<file path="src/rtl/dma_pkg.sv">
// Shared types and constants for the DMA peripheral port.
package dma_pkg;

    typedef enum logic [2:0] {
        IDLE,
        REQ,
        ACK,
        STRB,
        DONE
    } port_state_t;

    localparam logic DIR_P2M = 1'b0;
    localparam logic DIR_M2P = 1'b1;

endpackage

</file>
<file path="src/rtl/dma_peripheral_port_if.sv">
// DMA channel bus between controller (master) and peripheral (slave).
interface dma_peripheral_port_if #(
    parameter int unsigned DW = 8
);
    logic          DREQ;
    logic          DACK;
    logic          IOR_N;
    logic          IOW_N;
    logic          EOP_N;
    logic [DW-1:0] db_in;
    logic [DW-1:0] db_out;
    logic          db_oe;

    modport master (
        input  DREQ, db_out, db_oe,
        output DACK, IOR_N, IOW_N, EOP_N, db_in
    );

    modport slave (
        output DREQ, db_out, db_oe,
        input  DACK, IOR_N, IOW_N, EOP_N, db_in
    );
endinterface

</file>
<file path="src/rtl/dma_periph_fifo.sv">
// Single-clock FIFO; push while full is accepted only when a pop frees the slot in the same cycle.
module dma_periph_fifo #(
    parameter int unsigned DW    = 8,
    parameter int unsigned DEPTH = 8
) (
    input  logic                   clk,
    input  logic                   rst_n,
    input  logic                   push,
    input  logic [DW-1:0]          wdata,
    input  logic                   pop,
    output logic [DW-1:0]          rdata,
    output logic                   full,
    output logic                   empty,
    output logic [$clog2(DEPTH):0] level
);
    localparam int unsigned AW = $clog2(DEPTH);
    localparam int unsigned CW = AW + 1;

    logic [DW-1:0] mem [DEPTH];
    logic [AW-1:0] wr_ptr;
    logic [AW-1:0] rd_ptr;
    logic [CW-1:0] count;
    logic          do_push;
    logic          do_pop;

    assign do_pop  = pop && !empty;
    assign do_push = push && (!full || do_pop);

    always_ff @(posedge clk) begin
        if (!rst_n) begin
            wr_ptr <= '0;
            rd_ptr <= '0;
            count  <= '0;
        end else begin
            if (do_push) wr_ptr <= wr_ptr + AW'(1);
            if (do_pop)  rd_ptr <= rd_ptr + AW'(1);
            count <= count + CW'(do_push) - CW'(do_pop);
        end
    end

    always_ff @(posedge clk) begin
        if (do_push) mem[wr_ptr] <= wdata;
    end

    assign full  = (count == CW'(DEPTH));
    assign empty = (count == '0);
    assign rdata = mem[rd_ptr];
    assign level = count;

endmodule

</file>
<file path="src/rtl/dma_peripheral_port.sv">
// Peripheral-side DMA responder: raises DREQ on FIFO level, serves IOR_N/IOW_N strobes, honours EOP_N.
module dma_peripheral_port
    import dma_pkg::*;
#(
    parameter int unsigned DW     = 8,
    parameter int unsigned DEPTH  = 8,
    parameter int unsigned THRESH = 1
) (
    input  logic                 CLK,
    input  logic                 RESET,
    input  logic                 en,
    input  logic                 dir,
    input  logic                 demand,
    input  logic                 clr_tc,
    dma_peripheral_port_if.slave bus,
    input  logic                 s_valid,
    input  logic [DW-1:0]        s_data,
    output logic                 s_ready,
    output logic                 m_valid,
    output logic [DW-1:0]        m_data,
    input  logic                 m_ready,
    output logic [15:0]          xfer_cnt,
    output logic                 tc_done,
    output logic                 err
);
    localparam int unsigned LW = $clog2(DEPTH) + 1;

    port_state_t   state, state_nx;
    logic          dreq_q, dreq_nx;
    logic          ior_q, iow_q;
    logic          tc_q, err_q;
    logic [15:0]   cnt_q;
    logic [DW-1:0] cap_q;

    logic          strb_n, strb_q, strb_fall, strb_rise;
    logic          level_ok, eop, xfer;
    logic          loc_push, loc_pop, bus_push, bus_pop;
    logic          underrun, overflow;
    logic          fifo_push, fifo_pop, full, empty;
    logic [DW-1:0] fifo_wdata, head;
    logic [LW-1:0] level;

    // Edge detection on whichever strobe the direction selects
    assign strb_n    = (dir == DIR_M2P) ? bus.IOW_N : bus.IOR_N;
    assign strb_q    = (dir == DIR_M2P) ? iow_q : ior_q;
    assign strb_fall = strb_q && !strb_n;
    assign strb_rise = !strb_q && strb_n;

    // Level is the registered occupancy, before any transfer completing this cycle
    assign level_ok = (dir == DIR_P2M) ? (level >= LW'(THRESH))
                                       : ((LW'(DEPTH) - level) >= LW'(THRESH));
    assign eop      = !bus.EOP_N && bus.DACK;
    assign xfer     = en && (state == STRB) && strb_rise;

    assign loc_push = (dir == DIR_P2M) && s_valid && !full;
    assign loc_pop  = (dir == DIR_M2P) && m_ready && !empty;
    assign bus_pop  = xfer && (dir == DIR_P2M) && !empty;
    assign bus_push = xfer && (dir == DIR_M2P) && (!full || loc_pop);
    assign underrun = xfer && (dir == DIR_P2M) && empty;
    assign overflow = xfer && (dir == DIR_M2P) && full && !loc_pop;

    assign fifo_push  = (dir == DIR_P2M) ? loc_push : bus_push;
    assign fifo_pop   = (dir == DIR_P2M) ? bus_pop  : loc_pop;
    assign fifo_wdata = (dir == DIR_P2M) ? s_data   : cap_q;

    dma_periph_fifo #(
        .DW    (DW),
        .DEPTH (DEPTH)
    ) u_fifo (
        .clk   (CLK),
        .rst_n (RESET),
        .push  (fifo_push),
        .wdata (fifo_wdata),
        .pop   (fifo_pop),
        .rdata (head),
        .full  (full),
        .empty (empty),
        .level (level)
    );

    // Next-state and registered DREQ request
    always_comb begin
        state_nx = state;
        dreq_nx  = 1'b0;
        unique case (state)
            IDLE: if (!tc_q && level_ok) state_nx = REQ;
            REQ:  if (bus.DACK) state_nx = ACK;
            ACK: begin
                if (eop)            state_nx = DONE;
                else if (!bus.DACK) state_nx = IDLE;
                else if (strb_fall) state_nx = STRB;
            end
            STRB: begin
                if (eop)            state_nx = DONE;
                else if (strb_rise) state_nx = (demand && bus.DACK && level_ok) ? ACK : IDLE;
                else if (!bus.DACK) state_nx = IDLE;
            end
            DONE: if (clr_tc) state_nx = IDLE;
            default: state_nx = IDLE;
        endcase
        if (!en) state_nx = IDLE;
        dreq_nx = (state_nx == REQ) || (state_nx == ACK) || (state_nx == STRB);
    end

    always_ff @(posedge CLK) begin
        if (!RESET) begin
            state  <= IDLE;
            dreq_q <= 1'b0;
            ior_q  <= 1'b1;
            iow_q  <= 1'b1;
            cnt_q  <= '0;
            tc_q   <= 1'b0;
            err_q  <= 1'b0;
            cap_q  <= '0;
        end else begin
            state  <= state_nx;
            dreq_q <= dreq_nx;
            ior_q  <= bus.IOR_N;
            iow_q  <= bus.IOW_N;
            tc_q   <= (state_nx == DONE);
            if (!bus.IOW_N) cap_q <= bus.db_in;
            if (xfer)       cnt_q <= cnt_q + 16'd1;
            if (clr_tc)                     err_q <= 1'b0;
            else if (underrun || overflow)  err_q <= 1'b1;
        end
    end

    // Read data is driven straight from the FIFO head while the read strobe is low
    assign bus.db_oe  = (state == STRB) && (dir == DIR_P2M) && !bus.IOR_N && bus.DACK;
    assign bus.db_out = (bus.db_oe && !empty) ? head : '0;
    assign bus.DREQ   = dreq_q;

    assign s_ready  = !full;
    assign m_valid  = !empty;
    assign m_data   = head;
    assign xfer_cnt = cnt_q;
    assign tc_done  = tc_q;
    assign err      = err_q;

endmodule
</file>
<file path="src/flat_wrapper.sv">
// flat-port wrapper written by rule: the top's interface ports become plain ports
module dma_peripheral_port_flat import dma_pkg::*;
#(
    parameter int unsigned DW     = 8,
    parameter int unsigned DEPTH  = 8,
    parameter int unsigned THRESH = 1
)
  (CLK, RESET, en, dir, demand, clr_tc, s_valid, s_data, s_ready, m_valid, m_data, m_ready, xfer_cnt, tc_done, err, bus_DREQ, bus_db_out, bus_db_oe, bus_DACK, bus_IOR_N, bus_IOW_N, bus_EOP_N, bus_db_in);
  dma_peripheral_port_if #(.DW(DW)) bus_i ();
  input  logic CLK;
  input  logic RESET;
  input  logic en;
  input  logic dir;
  input  logic demand;
  input  logic clr_tc;
  input  logic s_valid;
  input  logic [DW-1:0] s_data;
  output logic s_ready;
  output logic m_valid;
  output logic [DW-1:0] m_data;
  input  logic m_ready;
  output logic [15:0] xfer_cnt;
  output logic tc_done;
  output logic err;
  output wire logic [$bits(bus_i.DREQ)-1:0] bus_DREQ;
  output wire logic [$bits(bus_i.db_out)-1:0] bus_db_out;
  output wire logic [$bits(bus_i.db_oe)-1:0] bus_db_oe;
  input wire logic [$bits(bus_i.DACK)-1:0] bus_DACK;
  input wire logic [$bits(bus_i.IOR_N)-1:0] bus_IOR_N;
  input wire logic [$bits(bus_i.IOW_N)-1:0] bus_IOW_N;
  input wire logic [$bits(bus_i.EOP_N)-1:0] bus_EOP_N;
  input wire logic [$bits(bus_i.db_in)-1:0] bus_db_in;
  assign bus_DREQ = bus_i.DREQ;
  assign bus_db_out = bus_i.db_out;
  assign bus_db_oe = bus_i.db_oe;
  assign bus_i.DACK = bus_DACK;
  assign bus_i.IOR_N = bus_IOR_N;
  assign bus_i.IOW_N = bus_IOW_N;
  assign bus_i.EOP_N = bus_EOP_N;
  assign bus_i.db_in = bus_db_in;
  dma_peripheral_port #(.DW(DW), .DEPTH(DEPTH), .THRESH(THRESH)) u_core (.CLK(CLK), .RESET(RESET), .en(en), .dir(dir), .demand(demand), .clr_tc(clr_tc), .bus(bus_i), .s_valid(s_valid), .s_data(s_data), .s_ready(s_ready), .m_valid(m_valid), .m_data(m_data), .m_ready(m_ready), .xfer_cnt(xfer_cnt), .tc_done(tc_done), .err(err));
endmodule
</file>
<file path="config.mk">
export PLATFORM = sky130hd
export DESIGN_NAME = dma_peripheral_port_flat
export DESIGN_NICKNAME = d
export VERILOG_FILES = /design/src/rtl/dma_pkg.sv /design/src/rtl/dma_peripheral_port_if.sv /design/src/rtl/dma_periph_fifo.sv /design/src/rtl/dma_peripheral_port.sv /design/src/flat_wrapper.sv
export SDC_FILE = /design/constraint.sdc
export NUM_CORES = 1
export LEC_CHECK = 0
export BUFFER_PORTS_ARGS = -buffer_cell sky130_fd_sc_hd__buf_2
export CAP_MARGIN = 20
export CORE_MARGIN = 3
export CORE_UTILIZATION = 50
export CTS_CLUSTER_SIZE = 8
export DETAILED_ROUTE_END_ITERATION = 10
export MAX_ROUTING_LAYER = met4
export PLACE_DENSITY = 0.67
export SETUP_SLACK_MARGIN = 0.4
export SYNTH_ARGS = -nofsm -noshare
export SYNTH_HDL_FRONTEND = slang
export SYNTH_SLANG_ARGS = --single-unit
</file>
<file path="constraint.sdc">
create_clock -name CLK -period 5.8 [get_ports CLK]
set_clock_uncertainty 0.05 [all_clocks]
set_input_delay 1.16 -clock CLK [delete_from_list [all_inputs] [get_ports CLK]]
set_output_delay 1.16 -clock CLK [all_outputs]
set_load 0.005 [all_outputs]
</file>
==> results by group, run 1 <==
Detailed routing
  • Routed Antenna Nets: 0
  • Wire length per cell: 18.05 um
  • Final WL: 10180 um
  • DR vias: 3201
  • DRC viols: 0
  • Drt pass-1 iters: 4
  • Vias per inst: 5.676
  • DRT iter0 DRCs: 168

Power
  • Net Sw Power: 481.7 uW
  • PD cells: 300.6 nW/um^2
  • Pleak: 0.002010 uW
  • Peak VDD IR: 158.6 uV
  • Net Sw Frac: 0.2918
  • Internal: 1169 uW
  • Sequential Power Share: 0.537
  • Clock network power share: 0.265
  • Proportion of power drawn by combinational gates: 0.198

Synthesis
  • Async set or reset register ratio after synthesis: 0
  • Avg Inst Size Synth: 13.29 um^2
  • Sequential fraction of the synthesis area: 0.5852
  • Synth Warn #: 0
  • Synth Area in Compound Gates: 0.07601
  • #FFs+latches synth: 109
  • Cell accounting for the most synthesized area: edfxtp_1
  • Syn Inst Count: 363
  • Mapped Nets: 402
  • Largest family of logic cells by synthesized area: multiplexers
  • Synthesized cell area: 4823 um^2
  • Adder-cell area share of the yosys netlist: 0.03009
  • Post-synth top area share: 0.3984
  • Main synth FF type: edfxtp_1
  • Proportion of synthesized area in mux cells: 0.1370
  • Main area contributors after synthesis: edfxtp_1 40%, dfxtp_1 19%, mux4_2 7.5%, mux2_2 3.7%, ha_1 2.6%
  • EDFF count, synth: 64
  • XOR/XNOR Fraction of Synth Area: 0.01634
  • Simple-gate share of the synthesized area: 0.1258
  • Synth cell types: 51

STA
  • Max Freq: 0.2406 GHz
  • RSZ-0062 raised after global routing: false
  • Tightest Pin Transition: 1.204 ns
  • Slew headroom: 0.1972
  • Fin crit period: 4.157 ns
  • Max Slew Vio Count: 0
  • Final Setup Violations: 0
  • TNS Setup: 0 ns
  • Hold Vio Cnt, Final: 0
  • Tcrit/Tclk final: 0.7167

Global routing
  • Gr usage total: 0.1993
  • Vias in the first global route: 3143
  • Global-route wire length before repair: 16550 um
  • Antenna violations before repair: 0
  • Largest net degree at the start of global routing: 33
  • Total grt overflow: 0

Cells and area
  • N_diodes: 0
  • Most common cell after layout, fill and taps aside: buf_2
  • Final Instance Area: 5493 um^2
  • Most frequent cells in the layout: 65 x buf_2, 64 x edfxtp_1, 45 x dfxtp_1, 21 x nor2_1, 19 x a21oi_1
  • Area grow syn2layout: 13.88%
  • Core Util, Final: 0.5889
  • Fillers: 772
  • Share of post-route cells with drive strength above 1: 0.2989
  • Nets: 469

Place
  • Cell Area, Placed: 5304 um^2
  • PortBufs: 65
  • Routability cong.: 0.8093
  • Hpwl dp: 7079 um

Run status
  • Outcome: completed

Critical path
  • Worst Path Max Fanout: 22
  • Critical path launch point type: input pin
  • Worst Path Buf+Inv: 3
  • Worst EP arrival: 4.33 ns
  • Slowest CP cell: a32oi_1
  • Cell family with most CP delay: compound AO/OA/AOI/OAI gates
  • Critical path, cell by cell: buf_2 -> or3b_1 -> a21oi_4 -> a32oi_1 -> ha_1 -> inv_1 -> ha_1 -> inv_1 -> fa_1 -> xnor2_1 -> nor2_1
  • WS Path Type: input pin to register
  • WP data required: 5.97 ns
  • R2R setup slack: 2.49 ns
  • Critical path endpoint category: register
  • Slowest Stage Delay on Critical Path: 0.99 ns

Floorplanning
  • Die area: 10860 um^2
  • Die height: 104.2 um
  • Io pins: 66
  • Die Wd: 104.2 um
  • Starting density of the core: 0.5171
  • Num rows: 35
  • Core area: 9328 um^2

Clocking
  • Post_cts resized: 0
  • Clock Latency Late Sink: 0.38 ns
  • CTS Root Cell: clkbuf_8
  • Clock slew at reported path FFs: 0.12 ns
  • Number of post-CTS setup repair buffers: 0
  • CTS Hold Bufs: 0
  • CTS max path bufs: 2
  • CTS H-tree depth: 3
  • CTS Buf Count: 9
  • CTS tree: yes
  • TritonCTS sink count: 109

Hold path
  • HP Class: register to register

Job
  • Maxcap violations: 0
layer usage:
metal / part of all wire / wire, um / vias up / track usage
met4: 0.015 / 154 / 0 / 0.06838
met1: 0.46 / 4639 / 1608 / 0.2666
met3: 0.043 / 441 / 14 / 0.02607
li1: - / - / 1514 / -
met5: 0 / 0 / - / -
met2: 0.49 / 4946 / 65 / 0.3175
cells in the mapped netlist (3+ instances only):
master and number:
mux2_2 16, clkbuf_1 9, nand2_1 14, nand3_1 6, buf_1 3, buf_2 6, o31ai_1 8, and2_1 3
mux4_2 16, nor3_1 7, a211oi_1 5, a21oi_1 19, xnor2_1 8, dfxtp_1 45, or4_1 8, nor2_1 21
inv_1 15, nand2b_1 6, and3_1 11, ha_1 10, nand4_1 3, mux2i_1 12, nor2b_1 3, edfxtp_1 64
nor4b_2 3, nand3b_1 4, o21ai_0 8
flip-flops by register name, indices dropped and copies added, names as in the netlist, named ones only:
register	count
u_core.u_fifo.wr_ptr	3
u_core.iow_q	1
u_core.u_fifo.rd_ptr	3
u_core.state	3
u_core.tc_done	1
u_core.err	1
u_core.u_fifo.mem	64
u_core.xfer_cnt	16
u_core.cap_q	8
u_core.bus.DREQ	1
u_core.ior_q	1
u_core.u_fifo.level	4
worst reg2reg max path, delay by kind of cell (launching register included):
kind | cells | cell delay [ns]
AOI/OAI and AO/OA | 2 | 1.09
buffers and inverters | 2 | 0.11
and+or+nand+nor | 2 | 0.42
xor gates and xnor gates | 1 | 0.17
adders and majority gates | 3 | 0.91
DFF | 1 | 0.40
stage by stage:
step | worst slack (ns) | power [uW] | hold slack [ns] | instances
final | 1.643 | 1651 | 0.4476 | 564
after global placement | 1.413 | 1222 | 0.4182 | 547
after floorplan | 2.333 | 1132 | 0.4029 | 363
after detailed placement | 1.277 | 1233 | 0.4234 | 548
after CTS | 1.678 | 1668 | 0.4443 | 564
after global routing | 1.477 | 1739 | 0.4733 | 564
layout make-up:
type,instances,area (um^2),share of cell area
flip-flops and latches,109,2823,0.5139
repair buffers,75,400.4,0.07289
inverters,15,56.30,0.01025
clock inverters,7,65.06,0.01185
clock buffers,9,123.9,0.02255
multi-input cells,220,1863,0.3392
well taps,129,161.4,0.02938
power by group through the flow:
stage | Combinational (uW) | Sequential, uW | Clock (uW)
global route | 366 | 891 | 483
finish | 328 | 886 | 438
CTS | 332 | 885 | 450
global placement | 320 | 902 | 0
detailed placement | 330 | 903 | 0
floorplan | 241 | 891 | 0
final timing paths:
path | start | cells past startpoint | endpoint
max | dir | 11 | u_core.u_fifo.level[2]$_SDFF_PN0_
min | u_core.xfer_cnt[15]$_SDFFE_PN0P_ | 2 | u_core.xfer_cnt[15]$_SDFFE_PN0P_
max reg2reg | u_core.state[2]$_SDFF_PN0_ | 10 | u_core.u_fifo.level[2]$_SDFF_PN0_
min reg2reg | u_core.xfer_cnt[15]$_SDFFE_PN0P_ | 2 | u_core.xfer_cnt[15]$_SDFFE_PN0P_
cell families after synthesis:
kind of cell,Yosys count
mux,44
compound gates,53
simple gates,103
buf+inv,34
flops,109
fa+ha+maj,11
xor+xnor,9
Power figures use the tool's default switching activity.
==> inputs of run 2 (changes only) <==
Settings changed: PLACE_DENSITY 0.67 to 0.7.
Clock period 5.8 ns to 3.44 ns, I/O delays scaled along.
==> run 2 against run 1 <==
Net effect:
- cell area rose by 0.73%
- clock power up 73%
- non-clock buffer count up 5
- core utilization rose by 0.43 points
- power is 70% higher
- largest cell class unchanged
==> results by group, run 2 (synthesized netlist as in run 1, its figures left out) <==
Critical path
  • Worst Path Max Fanout: 16
  • Reg2reg end: u_core.u_fifo.level[2]$_SDFF_PN0_
  • Reg2reg start: u_core.state[1]$_SDFF_PN0_
  • Worst R2R Path Depth: 10
  • R2R setup slack: 0.69 ns
  • Critical path, cell by cell: buf_4 -> mux4_2 -> mux2_2 -> and3_1 -> buf_2
  • Worst Path Buf+Inv: 2
  • Cell family with most CP delay: multiplexers
  • Critical path launch point type: register
  • Slowest Stage Delay on Critical Path: 0.55 ns
  • Worst EP arrival: 2.13 ns
  • WS Path Type: register to output pin
  • Critical path endpoint category: output pin
  • WP data required: 2.70 ns
  • Slowest CP cell: mux4_2

Cells and area
  • Nets: 474
  • Share of post-route cells with drive strength above 1: 0.3091
  • Area grow syn2layout: 14.71%
  • N_diodes: 0
  • Top reg by flops: u_core.u_fifo.mem
  • Core Util, Final: 0.5932
  • Most frequent cells in the layout: 65 x buf_2, 64 x edfxtp_1, 44 x dfxtp_1, 21 x nor2_1, 19 x a21oi_1
  • Largest register FFs: 64
  • Most common cell after layout, fill and taps aside: buf_2

STA
  • Final Setup Violations: 0
  • Hold slack: 0.4364 ns
  • RSZ-0062 raised after global routing: false
  • Max Slew Vio Count: 0
  • Max Freq: 0.3482 GHz
  • Slew headroom: 0.2956
  • Tightest Pin Transition: 1.055 ns
  • Hold Vio Cnt, Final: 0
  • Fin crit period: 2.872 ns
  • TNS Setup: 0 ns
  • Tcrit/Tclk final: 0.8350
  • Worst setup margin: 0.5678 ns

Floorplanning
  • Die height: 104.2 um
  • Starting density of the core: 0.5171
  • Num rows: 35
  • Die area: 10860 um^2
  • Die Wd: 104.2 um
  • Core area: 9328 um^2
  • Io pins: 66

Hold path
  • Hold path start: u_core.xfer_cnt[15]$_SDFFE_PN0P_
  • WHS Path Cells: 2
  • HP Class: register to register
  • Hold Path End: u_core.xfer_cnt[15]$_SDFFE_PN0P_

Clocking
  • CTS tree: yes
  • CTS H-tree depth: 3
  • Clock Latency Late Sink: 0.37 ns
  • CTS Root Cell: clkbuf_8
  • CTS max path bufs: 2
  • TritonCTS sink count: 109
  • CTS Buf Count: 9
  • Clock slew at reported path FFs: 0.12 ns

Global routing
  • Gr usage total: 0.1996
  • Vias in the first global route: 3269
  • Total grt overflow: 0
  • Antenna violations before repair: 0
  • Global-route wire length before repair: 16790 um
  • Largest net degree at the start of global routing: 33

Detailed routing
  • DRT iter0 DRCs: 233
  • Wire length per cell: 17.50 um
  • Final WL: 9958 um
  • DRC viols: 0
  • Routed Antenna Nets: 0
  • Vias per inst: 5.525
  • Drt pass-1 iters: 5
  • DR vias: 3144

Power
  • Pleak: 0.002042 uW
  • Clock network power share: 0.270
  • PD cells: 506.4 nW/um^2
  • Proportion of power drawn by combinational gates: 0.197
  • Internal: 1983 uW
  • Net Sw Frac: 0.2924
  • Net Sw Power: 819.4 uW
  • Final Power: 2802 uW
  • Sequential Power Share: 0.533
  • Peak VDD IR: 236.6 uV

Run status
  • Outcome: completed

Place
  • Pre-CTS WS: 0.2997 ns
  • PortBufs: 65
  • Hpwl dp: 6926 um
  • Routability cong.: 0.8058

Job
  • Maxcap violations: 0
==> run 2: worst reg2reg max path, cell delays in order, from the launching register on <==
cell and delay (ns):
dfxtp_1 0.49, nand4b_1 0.39, a21oi_4 0.33, a32oi_1 0.17, ha_1 0.31, inv_1 0.06
ha_1 0.15, inv_1 0.05, fa_1 0.38, xnor2_1 0.17, nor2_1 0.05
==> run 2: cell type report <==
cell class	instances	area, um^2
tap	129	161.4
timing repair buffer	80	437.9
fill	749	3795
clock inverter	7	71.32
multi-input combinational	220	1858
inverter	15	56.30
clock buffer	9	123.9
sequential	109	2824
==> run 2: layer usage <==
metal / up-vias / track usage / share of wire
met1: 1541 / 0.2759 / 0.46
met3: 6 / 0.03414 / 0.046
met2: 72 / 0.3124 / 0.48
li1: 1525 / - / -
met5: - / - / 0
met4: 0 / 0.04748 / 0.0077
==> run 2: power by group through the flow <==
stage | sequential, uW | combinational (uW) | clock (uW)
after floorplan | 1500 | 407 | 0
after global placement | 1520 | 539 | 0
after detailed placement | 1520 | 555 | 0
after CTS | 1490 | 558 | 776
after global routing | 1500 | 624 | 821
final | 1490 | 552 | 756
==> run 2: timing repair <==
item | CTS | global route
resized for setup | 0 | 1
endpoints found under the hold margin | 0 | 0
setup buffers | 0 | 0
hold buffers | 0 | 0
setup endpoints to repair | 0 | 8
==> run 2: worst max-delay path by stage <==
stage | to | slack [ns] | cells after the start
6_report | bus_db_out[5] | 0.57 | 5
5_1_grt | u_core.u_fifo.level[2]$_SDFF_PN0_ | 0.42 | 10
4_1_cts | bus_db_out[5] | 0.42 | 4
3_5_place_dp | u_core.u_fifo.level[2]$_SDFF_PN0_ | 0.30 | 11
3_3_place_gp | u_core.u_fifo.level[2]$_SDFF_PN0_ | 0.36 | 11
2_1_floorplan | u_core.u_fifo.mem[0][0]$_DFFE_PP_ | 0.44 | 6
==> run 2: metrics by stage <==
| step | std cells | instance area [um^2] |
|---|---|---|
| after global placement | 553 | 5336 |
| after floorplan | 363 | 4823 |
| after detailed placement | 553 | 5336 |
| final | 569 | 5533 |
| after global routing | 569 | 5533 |
| after CTS | 569 | 5532 |
==> inputs of run 3 (changes only) <==
Settings changed: ABC_AREA set to 1, PLACE_DENSITY 0.7 to 0.69.
Clock period 3.44 ns to 2.4 ns, I/O delays scaled along.
==> run 3 against run 2 <==
Net effect:
- final cell count increased by 42%
- first-iteration DRC count down 20%
- global-route usage increased by 3.5 points
- synthesized cell count increased by 53%
- clock power increased by 48%
- register-to-register slack got worse by 0.51 ns
- non-clock buffer count grew 44
- die area increased by 2.6%
- critical endpoint is now bus_db_out[2]
- worst setup slack got worse by 0.42 ns
==> results by group, run 3 <==
Detailed routing
  • DR vias: 4279
  • Drt pass-1 iters: 4
  • Wire length per cell: 16.20 um
  • DRT iter0 DRCs: 186
  • Routed Antenna Nets: 0
  • DRC viols: 0
  • Vias per inst: 5.289
  • Final WL: 13110 um

Clocking
  • CTS Buf Count: 9
  • CTS max path bufs: 2
  • CTS H-tree depth: 3
  • Clock Latency Late Sink: 0.37 ns
  • CTS tree: yes
  • Clock slew at reported path FFs: 0.10 ns
  • CTS Root Cell: clkbuf_8
  • TritonCTS sink count: 109
  • CTS Hold Bufs: 0

Hold path
  • WHS Path Cells: 3
  • HP Class: input pin to register
  • Hold path start: bus_db_in[2]
  • Hold Path End: u_core.cap_q[2]$_SDFFE_PN0N_

STA
  • Max Freq: 0.4434 GHz
  • Tightest Pin Transition: 0.3499 ns
  • Max Slew Vio Count: 0
  • Slew headroom: 0.7662
  • Worst setup margin: 0.1447 ns
  • Fin crit period: 2.255 ns
  • RSZ-0062 raised after global routing: true
  • Final Setup Violations: 0
  • Hold Vio Cnt, Final: 0
  • Tcrit/Tclk final: 0.9397

Critical path
  • WS Path Type: register to output pin
  • Worst R2R Path Depth: 12
  • Reg2reg end: u_core.u_fifo.level[1]$_SDFF_PN0_
  • Worst EP arrival: 1.73 ns
  • Slowest Stage Delay on Critical Path: 0.43 ns
  • WP data required: 1.87 ns
  • Cell family with most CP delay: flip-flops
  • Worst Path Max Fanout: 5
  • Critical path, cell by cell: buf_12 -> buf_8 -> o21ai_1 -> o22ai_1 -> nand2_1 -> a21oi_2 -> buf_2
  • Slowest CP cell: dfxtp_4
  • Worst Path Buf+Inv: 3
  • Critical path endpoint category: output pin
  • R2R setup slack: 0.18 ns
  • Critical path launch point type: register
  • Reg2reg start: u_core.u_fifo.level[3]$_SDFF_PN0_

Synthesis
  • Synth Warn #: 0
  • #FFs+latches synth: 109
  • Sequential fraction of the synthesis area: 0.5694
  • Top post-synthesis cells by count: 121 x nand2_1, 93 x nor2_1, 64 x edfxtp_1
  • EDFF count, synth: 64
  • Post-synth top area share: 0.3877
  • Main synth FF type: edfxtp_1
  • Top-count cell post-synth: nand2_1
  • Main area contributors after synthesis: edfxtp_1 39%, dfxtp_1 18%, nand2_1 9.2%, nor2_1 7.0%, o21ai_0 5.0%
  • Synthesized cell area: 4957 um^2
  • Cell accounting for the most synthesized area: edfxtp_1
  • Synth cell types: 38
  • Async set or reset register ratio after synthesis: 0
  • Avg Inst Size Synth: 8.900 um^2
  • Mapped Nets: 596
  • Syn Inst Count: 557

Power
  • Final Power: 5001 uW
  • PD cells: 741.8 nW/um^2
  • Peak VDD IR: 367.1 uV
  • Pleak: 0.002800 uW

Floorplanning
  • Die Wd: 105.6 um
  • Io pins: 66
  • Die area: 11150 um^2
  • Num rows: 35
  • Die height: 105.6 um
  • Core area: 9415 um^2
  • Starting density of the core: 0.5265

Cells and area
  • Nets: 714
  • Post-route insts no fill: 809
  • N_diodes: 0
  • Core Util, Final: 0.7160
  • Share of post-route cells with drive strength above 1: 0.3794
  • Top reg by flops: u_core.u_fifo.mem
  • Most frequent cells in the layout: 109 x nand2_1, 72 x nor2_1, 64 x edfxtp_1, 63 x buf_2, 39 x buf_4
  • Largest register FFs: 64
  • Fillers: 684
  • Most common cell after layout, fill and taps aside: nand2_1
  • Area grow syn2layout: 35.99%

Place
  • Pre-CTS WS: -0.08647 ns
  • Placed cells: 766
  • Hpwl dp: 7999 um
  • PortBufs: 65
  • Routability cong.: 0.8759

Global routing
  • Vias in the first global route: 4095
  • Global-route wire length before repair: 20180 um
  • Total grt overflow: 0
  • Largest net degree at the start of global routing: 25
  • Antenna violations before repair: 0
  • Gr usage total: 0.2348

Run status
  • Outcome: completed

Job
  • Maxcap violations: 0
run 3: cell count changes after synthesis, sizes merged, moves of 8 or more:
cell	change
inv	+33
mux2	-16
nor2	+73
mux2i	-12
o21ai	+43
o22ai	+16
or4	-8
and3	-11
nand3	+17
mux4	-16
nand2	+115
run 3: area by class of cell:
class,instances,area [um^2],share of cell area
Inverter,49,201.4,0.02988
Clock buffer,10,127.6,0.01893
Multi-Input combinational cell,382,2305,0.3419
Timing Repair Buffer,124,1033,0.1533
Sequential cell,109,2840,0.4213
Tap cell,129,161.4,0.02394
Clock inverter,6,72.57,0.01076
run 3: repair_timing:
action	CTS	global route
gates cloned	5	2
setup endpoints to repair	79	66
pin swaps	25	37
buffers inserted	13	7
gates resized for setup	92	66
run 3: worst max path at each step:
stage | start | endpoint | cells past startpoint
final | register | bus_db_out[2] | 7
after global routing | register | bus_db_out[2] | 7
after CTS | u_core.state[2]$_SDFF_PN0_ | bus_db_out[5] | 6
after detailed placement | dir | u_core.u_fifo.level[1]$_SDFF_PN0_ | 12
after global placement | dir | u_core.u_fifo.level[1]$_SDFF_PN0_ | 16
after floorplan | bus_IOW_N | u_core.u_fifo.level[1]$_SDFF_PN0_ | 15
run 3: worst min-delay path, stage by stage:
cell	delay [ns]
buf_2	0.07
o21ai_0	0.06
nor2_1	0.07
run 3: kinds of logic after synthesis:
| logic type | synth area share |
|---|---|
| XOR/XNOR | 0.01590 |
| buffers and inverters | 0.05275 |
| AO/OA/AOI/OAI | 0.1020 |
| adder cells (fa/ha/maj) | 0.02928 |
| AND/OR/NAND/NOR | 0.2307 |
| flip-flops | 0.5694 |
run 3: layer usage:
metal,vias up,global-route usage,routed length (um)
li1,2102,-,-
met1,2008,0.2703,5292
met2,139,0.4226,6970
met3,30,0.03797,605
met4,0,0.06846,240
met5,-,-,0
run 3: stage by stage:
stage	hold slack [ns]	area [um^2]	setup TNS, ns
after CTS	0.2840	6399	0
final	0.2937	6741	0
after global routing	0.3055	6741	0
after global placement	0.4173	5697	-0.02564
after detailed placement	0.4227	5697	-0.1526
after floorplan	0.4049	5032	0
run 3: where the power goes:
group	internal [uW]	leakage, uW	switching (uW)
Sequential	2090	0.000956	81.7
Combinational	809	0.00175	898
Clock	493	0.0000971	632
Total	3390	0.00280	1610
